## src/rtl/am_demod_pkg.sv

```systemverilog
// Shared types, default parameters and helpers for the AM envelope demodulator.
package am_demod_pkg;

  typedef enum logic {
    ACQ = 1'b0,
    RUN = 1'b1
  } state_t;

  localparam int unsigned DEF_DW       = 16;
  localparam int unsigned DEF_LOG2_DEC = 4;
  localparam int unsigned DEF_ALPHA_SH = 4;
  localparam int unsigned DEF_THRESH   = 64;
  localparam int unsigned DEF_LOSS_N   = 8;

  // Signed a - b, clamped to the range of a w-bit two's complement value.
  function automatic logic signed [31:0] sat_sub(input logic signed [31:0] a,
                                                 input logic signed [31:0] b,
                                                 input int unsigned        w);
    logic signed [32:0] d;
    logic signed [32:0] hi;
    logic signed [32:0] lo;
    d  = 33'(a) - 33'(b);
    hi = (33'sd1 <<< (w - 1)) - 33'sd1;
    lo = -(33'sd1 <<< (w - 1));
    if (d > hi) begin
      return 32'(hi);
    end else if (d < lo) begin
      return 32'(lo);
    end
    return 32'(d);
  endfunction

endpackage

```

## src/rtl/am_envelope_accum.sv

```systemverilog
// Full-wave rectifier and boxcar accumulator producing one envelope value per block.
module am_envelope_accum
  import am_demod_pkg::*;
#(
  parameter int unsigned DW       = DEF_DW,
  parameter int unsigned LOG2_DEC = DEF_LOG2_DEC
) (
  input  logic          clk,
  input  logic          reset,
  input  logic          in_valid,
  input  logic [DW-1:0] in_data,
  output logic [DW-2:0] env,
  output logic          env_valid
);

  localparam int unsigned MW = DW - 1;
  localparam int unsigned AW = MW + LOG2_DEC;
  localparam logic [LOG2_DEC-1:0] CNT_LAST = '1;

  logic [MW-1:0]       mag;
  logic [DW-1:0]       neg;
  logic [AW-1:0]       acc;
  logic [LOG2_DEC-1:0] cnt;
  logic                block_done;

  // Absolute value; the most negative code saturates to the largest magnitude.
  always_comb begin
    neg = -in_data;
    mag = in_data[MW-1:0];
    if (in_data[DW-1]) begin
      if (in_data[MW-1:0] == '0) begin
        mag = '1;
      end else begin
        mag = neg[MW-1:0];
      end
    end
  end

  // Sum magnitudes over a block; the finished sum is scaled into env one cycle later.
  always_ff @(posedge clk) begin
    if (reset) begin
      acc        <= '0;
      cnt        <= '0;
      block_done <= 1'b0;
      env        <= '0;
      env_valid  <= 1'b0;
    end else begin
      env_valid  <= block_done;
      block_done <= 1'b0;
      if (block_done) begin
        env <= MW'(acc >> LOG2_DEC);
      end
      if (in_valid) begin
        if (block_done) begin
          acc <= AW'(mag);
        end else begin
          acc <= acc + AW'(mag);
        end
        cnt <= cnt + 1'b1;
        if (cnt == CNT_LAST) begin
          block_done <= 1'b1;
        end
      end else if (block_done) begin
        acc <= '0;
      end
    end
  end

endmodule

```

## src/rtl/am_demod.sv

```systemverilog
// AM envelope demodulator: envelope, DC removal, carrier detect and one-entry output buffer.
module am_demod
  import am_demod_pkg::*;
#(
  parameter int unsigned DW       = DEF_DW,
  parameter int unsigned LOG2_DEC = DEF_LOG2_DEC,
  parameter int unsigned ALPHA_SH = DEF_ALPHA_SH,
  parameter int unsigned THRESH   = DEF_THRESH,
  parameter int unsigned LOSS_N   = DEF_LOSS_N
) (
  input  logic          clk,
  input  logic          reset,
  input  logic          in_valid,
  input  logic [DW-1:0] in_data,
  output logic          out_valid,
  input  logic          out_ready,
  output logic [DW-1:0] out_data,
  output logic          carrier_ok,
  output logic          overflow
);

  localparam int unsigned MW  = DW - 1;
  localparam int unsigned DCW = MW + ALPHA_SH;
  localparam int unsigned LCW = $clog2(LOSS_N + 1);
  localparam logic [MW-1:0]       THR       = MW'(THRESH);
  localparam logic [LCW-1:0]      LOSS_LAST = LCW'(LOSS_N - 1);
  localparam logic [ALPHA_SH-1:0] BLK_LAST  = '1;

  logic [MW-1:0]       env;
  logic                env_valid;
  state_t              state;
  logic [DCW-1:0]      dc;
  logic [MW-1:0]       dc_int;
  logic [DCW-1:0]      dc_trk;
  logic [DW-1:0]       msg;
  logic                env_hit;
  logic                emit;
  logic [ALPHA_SH-1:0] blk_cnt;
  logic [LCW-1:0]      loss_cnt;
  logic                seed_pend;

  am_envelope_accum #(
    .DW       (DW),
    .LOG2_DEC (LOG2_DEC)
  ) u_accum (
    .clk       (clk),
    .reset     (reset),
    .in_valid  (in_valid),
    .in_data   (in_data),
    .env       (env),
    .env_valid (env_valid)
  );

  // Tracker arithmetic and the decision whether this block yields an output.
  always_comb begin
    dc_int  = MW'(dc >> ALPHA_SH);
    dc_trk  = dc + DCW'(env) - DCW'(dc_int);
    msg     = DW'(sat_sub(32'($signed({1'b0, env})), 32'($signed({1'b0, dc_int})), DW));
    env_hit = (env >= THR);
    emit    = env_valid && (state == RUN) && !(!env_hit && (loss_cnt == LOSS_LAST));
  end

  // Acquisition/run state machine with the DC tracker, advanced once per block.
  always_ff @(posedge clk) begin
    if (reset) begin
      state      <= ACQ;
      carrier_ok <= 1'b0;
      dc         <= '0;
      blk_cnt    <= '0;
      loss_cnt   <= '0;
      seed_pend  <= 1'b1;
    end else if (env_valid) begin
      case (state)
        ACQ: begin
          dc        <= seed_pend ? (DCW'(env) << ALPHA_SH) : dc_trk;
          seed_pend <= 1'b0;
          if (blk_cnt == BLK_LAST) begin
            blk_cnt <= '0;
            if (env_hit) begin
              state      <= RUN;
              carrier_ok <= 1'b1;
              loss_cnt   <= '0;
            end
          end else begin
            blk_cnt <= blk_cnt + 1'b1;
          end
        end
        RUN: begin
          dc <= dc_trk;
          if (env_hit) begin
            loss_cnt <= '0;
          end else if (loss_cnt == LOSS_LAST) begin
            state      <= ACQ;
            carrier_ok <= 1'b0;
            seed_pend  <= 1'b1;
            blk_cnt    <= '0;
            loss_cnt   <= '0;
          end else begin
            loss_cnt <= loss_cnt + 1'b1;
          end
        end
        default: begin
          state      <= ACQ;
          carrier_ok <= 1'b0;
        end
      endcase
    end
  end

  // One-entry output buffer; a result arriving while it is stuck full is dropped.
  always_ff @(posedge clk) begin
    if (reset) begin
      out_valid <= 1'b0;
      out_data  <= '0;
      overflow  <= 1'b0;
    end else if (emit) begin
      if (!out_valid || out_ready) begin
        out_valid <= 1'b1;
        out_data  <= msg;
      end else begin
        overflow <= 1'b1;
      end
    end else if (out_valid && out_ready) begin
      out_valid <= 1'b0;
    end
  end

endmodule

```

## config.mk

```make
export PLATFORM = sky130hd
export DESIGN_NAME = am_demod
export DESIGN_NICKNAME = d
export VERILOG_FILES = /design/src/rtl/am_demod_pkg.sv /design/src/rtl/am_envelope_accum.sv /design/src/rtl/am_demod.sv
export SDC_FILE = /design/constraint.sdc
export NUM_CORES = 1
export LEC_CHECK = 0
export CAP_MARGIN = 25
export CORE_MARGIN = 3
export CORE_UTILIZATION = 50
export CTS_CLUSTER_DIAMETER = 50
export CTS_CLUSTER_SIZE = 14
export DETAILED_ROUTE_END_ITERATION = 10
export GPL_ROUTABILITY_DRIVEN = 0
export HOLD_SLACK_MARGIN = 0.05
export PLACE_DENSITY = 0.74
export SLEW_MARGIN = 5
export SYNTH_ARGS = -nofsm -noshare
export SYNTH_HDL_FRONTEND = slang
export SYNTH_SLANG_ARGS = --single-unit
```

## constraint.sdc

```tcl
create_clock -name clk -period 6.15 [get_ports clk]
set_input_delay 1.23 -clock clk [delete_from_list [all_inputs] [get_ports clk]]
set_output_delay 1.23 -clock clk [all_outputs]
set_load 0.02 [all_outputs]
```

== After elaboration in Yosys (flattened, before gate mapping) ==
Index checks and enable logic that the tools add are counted.
Operators by class
  add/subtract/negate cells: 8
  $lt $le $gt $ge: 3
  eq/ne operators: 8
  multiplexer cells: 38
  bitwise logic cells: 3
  reductions and logical operators: 18
Operators by type and width (count)
  2-to-1 mux 19 bit: 4
  2-to-1 mux 16 bit: 3
  adder 19 x 15 -> 19 bit: 2
  case mux 19 bit (2 select lines): 1
  2-to-1 mux 15 bit: 2
  2-to-1 mux 4 bit: 7
  subtractor 19 x 15 -> 19 bit: 1
  > comparator 16 bit (second input constant): 1
  less-than comparator 16 bit (second input constant): 1
  2-to-1 mux 1 bit: 16
  case mux 4 bit (2 select lines): 2
  subtractor 15 x 15 -> 16 bit: 1
  greater-or-equal comparator 15 x 7 -> 1 bit (second input constant): 1
  zero test 15 bit: 1
  negator 15 bit: 1
  adder 4 x 1 -> 4 bit (second input constant): 3
  == test 4 bit (second input constant): 2
  inequality test 2 bit (second input constant): 3
  case mux 1 bit (2 select lines): 3
  AND reduction 2 bit: 3
  AND reduction 3 bit: 2
  AND reduction 5 bit: 1
  == test 4 x 3 -> 1 bit (second input constant): 1
  logical AND 1 bit: 4
  other kinds (6): 12
Storage, ports and cells
  register bits: 88
  input port bits: 20
  output and inout bits: 19

== Logic depth before layout (Yosys ltp) ==
  depth after elaboration: 7
  depth in mapped cells: 19

== Hierarchy ==
From an unflattened synthesis, not the netlist that was laid out.
Second synthesis, totals
  cell total of the unflattened synthesis: 902
  area total of the unflattened synthesis: 7133.1 µm²
By module, submodules not included
  am_demod: instances 1, cells each 540, area an instance 4250.3 µm², sequential area each 960.9 µm²
  am_envelope_accum: instances 1, cells each 362, area an instance 2882.8 µm², sequential area each 800.8 µm²

== Worst setup path after synthesis ==
OpenSTA, ideal clock, no wires.
  path type: input to register
  from: input in_data[10]
  to: register u_accum.acc[18]
  library setup time: 79 ps
  arrival: 4418 ps
  data required time: 6071 ps
  setup slack: 1653 ps
  cell stages on the path: 18
  cell sequence: or4_4 or3_1 buf_6 nor2_8 nand2_1 nand2_1 ha_1 inv_1 fa_1 nor2b_1 o21a_1 o21ai_0 a21oi_1 a211oi_1 o31ai_1 nand3_1 xor2_1 nor3_1
Between the ends
  longest elaborated chain between the ends: 6
  elaborated cells on any way between the ends: 7
Ends and longest elaborated chain
  start, declared: line am_demod.sv:14  | input logic [DW-1:0] in_data,
  negator 15 bit / zero test 15 bit (equally long branches): line am_envelope_accum.sv:28, am_envelope_accum.sv:31
  2-to-1 mux 15 bit: line am_envelope_accum.sv:31  | if (in_data[MW-1:0] == '0) begin
  2-to-1 mux 15 bit *: line am_envelope_accum.sv:30  | if (in_data[DW-1]) begin
  adder 19 x 15 -> 19 bit *: line am_envelope_accum.sv:57  | acc <= acc + AW'(mag);
  2-to-1 mux 19 bit *: line am_envelope_accum.sv:54  | if (block_done) begin
  2-to-1 mux 19 bit *: line am_envelope_accum.sv:53  | if (in_valid) begin
  end signal, assigned: line am_envelope_accum.sv:55  | acc <= AW'(mag);
  end signal, assigned: line am_envelope_accum.sv:57
  end, declared: line am_envelope_accum.sv:22  | logic [AW-1:0] acc;
Mark *: on every way between the ends. The rest lies on a longest branch, timed or not.
A chain may end at the register's enable or synchronous reset.

== Worst setup path in the final report ==
  from: input in_data[0]
  to: register u_accum.acc[18]
Same word-level chain as after synthesis.

==> metrics.yaml <==
crit_path_end_kind: "flop"
avgSynthCellArea_um2: 7.77
p_per_area_mw_per_mm2: 190
cts_tree: "built"
startpoint: "in_data[0]"
pwr-share-seq_pct: 43.5
gr-usage-all-layers_pct: 20.6
dp_hpwl_um: 10800
die-area_mm2: 0.0146
diodes: 0
fin_crit_ns: 5.14
ff2ff_path_depth: 13
dr.pass1.iters: 4
numCtsBuffers: 9
cts_hold_buf: 0
path_depth: 20
worst_slack_ns: 1.01
endpoint: "u_accum.acc[18]$_SDFFE_PP0P_"
postSynthNetCount: 940
setup_tns_ns: 0
min_path_type: "reg2reg"
start_util_pct: 51.7
grt_antenna_before_repair: 0
slowest_delay_ns: 0.44
drc: 0
max_freq_mhz: 195
min_delay_path_depth: 2
slew_headroom_pct: 33.8
vias_per_cell: 5.54
gr-total-overflow: 0
critical_path_class: "in2reg"
die_w_um: 121
crit_required_ns: 6.41
swShare_pct: 26.6
cp_slowest_cell: "nor4b_1"
combPwrFrac_pct: 16.9
grt_pass1_vias: 5303
netlist_top_cells_area: "dfxtp_1, ha_1, a21oi_1"
cap_violations: 0
maxSlewViolCount: 0
die_h_um: 121
cp_common_cell: "nand2_1"
worst_slew_pin_slew_ns: 0.989
synth-seq-cells: 88
netlist_area_mm2: 0.00661
vias: 5757
grt_max_degree: 89
rrSetupSlack_ns: 2.77
synth_cell_types: 56
cts.sinks: 88
r2r-end: "dc[17]$_SDFFE_PP0P_"
path_max_fanout: 10
grt_pass1_wl_um: 24700
h-tree-depth: 3
yosys_warnings: 0
synth-edff-count: 0
power.ir.vdd_worst_uv: 121
synthCells: 850
critPathArrivalTime_ns: 5.40
drt_wl_total_um: 14500
critPathLaunchType: "input pin"
crit_chain: "clkdlybuf4s50_1 > inv_1 > ha_1 > nor4b_1 > nand2_1 > nor2_8 > nand2_1 > nand2_1 > ha_1 > inv_1 > fa_1 > nor2b_1 > o21a_1 > o21ai_0 > a21oi_1 > a211oi_1 > o31ai_1 > nand3_1 > xor2_1 > nor3_1"
place_ws_ns: 0.640
period_share_pct: 83.6
cts_setup_buffers: 0
nets: 954
rows: 41
synth_largest_area_cell: "dfxtp_1"
p_int_uw: 1020
fillers: 1155
final_util_pct: 57.6
avgRoutedWirePerCell_um: 14.0
clk-insertion-delay-late_ns: 0.34
critical_path.top_delay_family: "simple AND/OR/NAND/NOR gates"
synth_top_area_share_pct: 26.7
cellLeakagePower_uw: 0.00305
skew_ns: 0.00835
synthArstFlopShare_pct: 0
cts_resized: 0
timing.rr.start: "u_accum.env[10]$_SDFFE_PP0P_"
clkTransAtPathRegs_ns: 0.06
area_growth_pct: 11.4
power_uw: 1400
rsz0062_at_grt: "no"
drt_iter0_drc: 265
antenna_left: 0
clock_path_buffers: 2
p_clk_share_pct: 39.6
synth_flop_cell: "dfxtp_1"
layout-drive-gt1-share_pct: 3.34
coreArea_mm2: 0.0128
io_buffers: 38
p_sw_uw: 371
finalHoldViolations: 0
crit_buf_inv: 3
finalSetupViolations: 0
ios: 39
cts-root-buf: "clkbuf_16"
seq_area_frac_synth_pct: 26.7
timing.hold.ws_ns: 0.450
status: "finished, final reports clean"
==> layer usage <==
layer  vias up  track usage [%]  part of all wire (%)
met3        12             4.43                   3.7
met2        91             33.9                    47
li1       2990                -                     -
met4         0             4.96                   1.2
met1      2664             27.6                    48
met5         -                0                     0
==> flip-flops by register name, summed over array words and instances, names as in the netlist <==
name and flops:
u_accum.block_done 1, dc 19, carrier_ok 1, u_accum.env_valid 1, u_accum.env 15, u_accum.acc 19
out_valid 1, loss_cnt 4, u_accum.cnt 4, blk_cnt 4, state 1, out_data 16
overflow 1, seed_pend 1
==> logic make-up (layout without fill, tap and decap cells) <==
| kind of cell | Yosys count | after routing | share of synthesized area (%) |
|---|---|---|---|
| fa+ha+maj | 70 | 70 | 15.2 |
| flops | 88 | 88 | 26.7 |
| compound gates | 238 | 238 | 22.9 |
| xor+xnor | 43 | 43 | 5.70 |
| mux | 20 | 20 | 3.03 |
| simple gates | 267 | 267 | 19.3 |
| buf+inv | 124 | 142 | 7.24 |
==> final cells by class <==
type	count	area, um^2	area share (%)
tap	172	215	2.92
sequential	88	1760	23.9
timing repair buffer	41	398	5.41
inverter	86	323	4.39
multi-input combinational	638	4370	59.3
clock inverter	4	52.6	0.714
clock buffer	11	243	3.30
==> cells in the final DEF, fill, tap and decap left out, types with 4 or more instances in the layout <==
cell type	synthesis	routed
dfxtp_1	88	88
inv_1	86	86
nand2_1	80	80
nor2_1	78	78
a21oi_1	73	73
ha_1	53	53
o21ai_0	43	43
clkdlybuf4s50_1	0	37
xnor2_1	30	30
nor3_1	24	24
a21o_1	22	22
mux2i_1	20	20
nand3_1	17	17
fa_1	17	17
a31oi_1	14	14
xor2_1	13	13
o21a_1	11	11
nor2b_1	11	11
a22oi_1	11	11
nand2b_1	10	10
o21bai_1	9	9
a311oi_1	9	9
clkbuf_16	0	9
or3_1	7	7
nor4b_1	6	6
o31ai_1	6	6
a211oi_1	6	6
and2_1	6	6
and3_1	6	6
o22a_1	5	5
nand4_1	5	5
o21ai_1	4	4
or2_2	4	4
o211ai_1	4	4
==> cells in the mapped netlist, types with 5 or more instances <==
cell type,n
nand4_1,5
fa_1,17
nor3_1,24
ha_1,53
mux2i_1,20
nand2b_1,10
and2_1,6
dfxtp_1,88
and3_1,6
or3_1,7
a31oi_1,14
nor2b_1,11
inv_1,86
nor2_1,78
a211oi_1,6
xnor2_1,30
nand3_1,17
nor4b_1,6
a21oi_1,73
o31ai_1,6
clkbuf_1,30
xor2_1,13
o21ai_0,43
o21a_1,11
o21bai_1,9
a21o_1,22
o22a_1,5
a311oi_1,9
nand2_1,80
a22oi_1,11
==> power groups by stage <==
| stage | Combinational [uW] | Sequential [uW] | Clock, uW |
|---|---|---|---|
| CTS | 236 | 606 | 570 |
| global route | 265 | 609 | 595 |
| finish | 236 | 607 | 553 |
| detailed placement | 233 | 619 | 0 |
| floorplan | 185 | 614 | 0 |
| global placement | 232 | 619 | 0 |
==> worst reg2reg max path, cell delays in order, from the launching register on <==
cell and delay [ns]:
dfxtp_1 0.45, inv_1 0.11, fa_1 0.56, inv_1 0.04, ha_1 0.37, a21o_1 0.23, a21o_1 0.17, a21o_1 0.18
a311oi_1 0.27, o31ai_1 0.15, o31ai_1 0.31, xnor2_1 0.12, a31oi_1 0.20, nor2_1 0.07
==> worst min path at each step <==
stage	from	end	slack, ns
detailed placement	u_accum.cnt[3]$_SDFFE_PP0P_	u_accum.block_done$_SDFF_PP0_	0.44
global placement	out_data[6]$_SDFFE_PP0P_	out_data[6]$_SDFFE_PP0P_	0.44
global route	u_accum.cnt[3]$_SDFFE_PP0P_	u_accum.block_done$_SDFF_PP0_	0.47
finish	u_accum.cnt[3]$_SDFFE_PP0P_	u_accum.block_done$_SDFF_PP0_	0.45
floorplan	u_accum.cnt[3]$_SDFFE_PP0P_	u_accum.block_done$_SDFF_PP0_	0.43
CTS	out_data[4]$_SDFFE_PP0P_	out_data[4]$_SDFFE_PP0P_	0.46
==> stage by stage <==
step / cell area (um^2) / cells
6_report: 7360 / 1040
5_1_grt: 7360 / 1040
4_1_cts: 7360 / 1040
3_5_place_dp: 7060 / 1025
3_3_place_gp: 7060 / 1025
2_1_floorplan: 6610 / 850
Power figures use the tool's default switching activity.
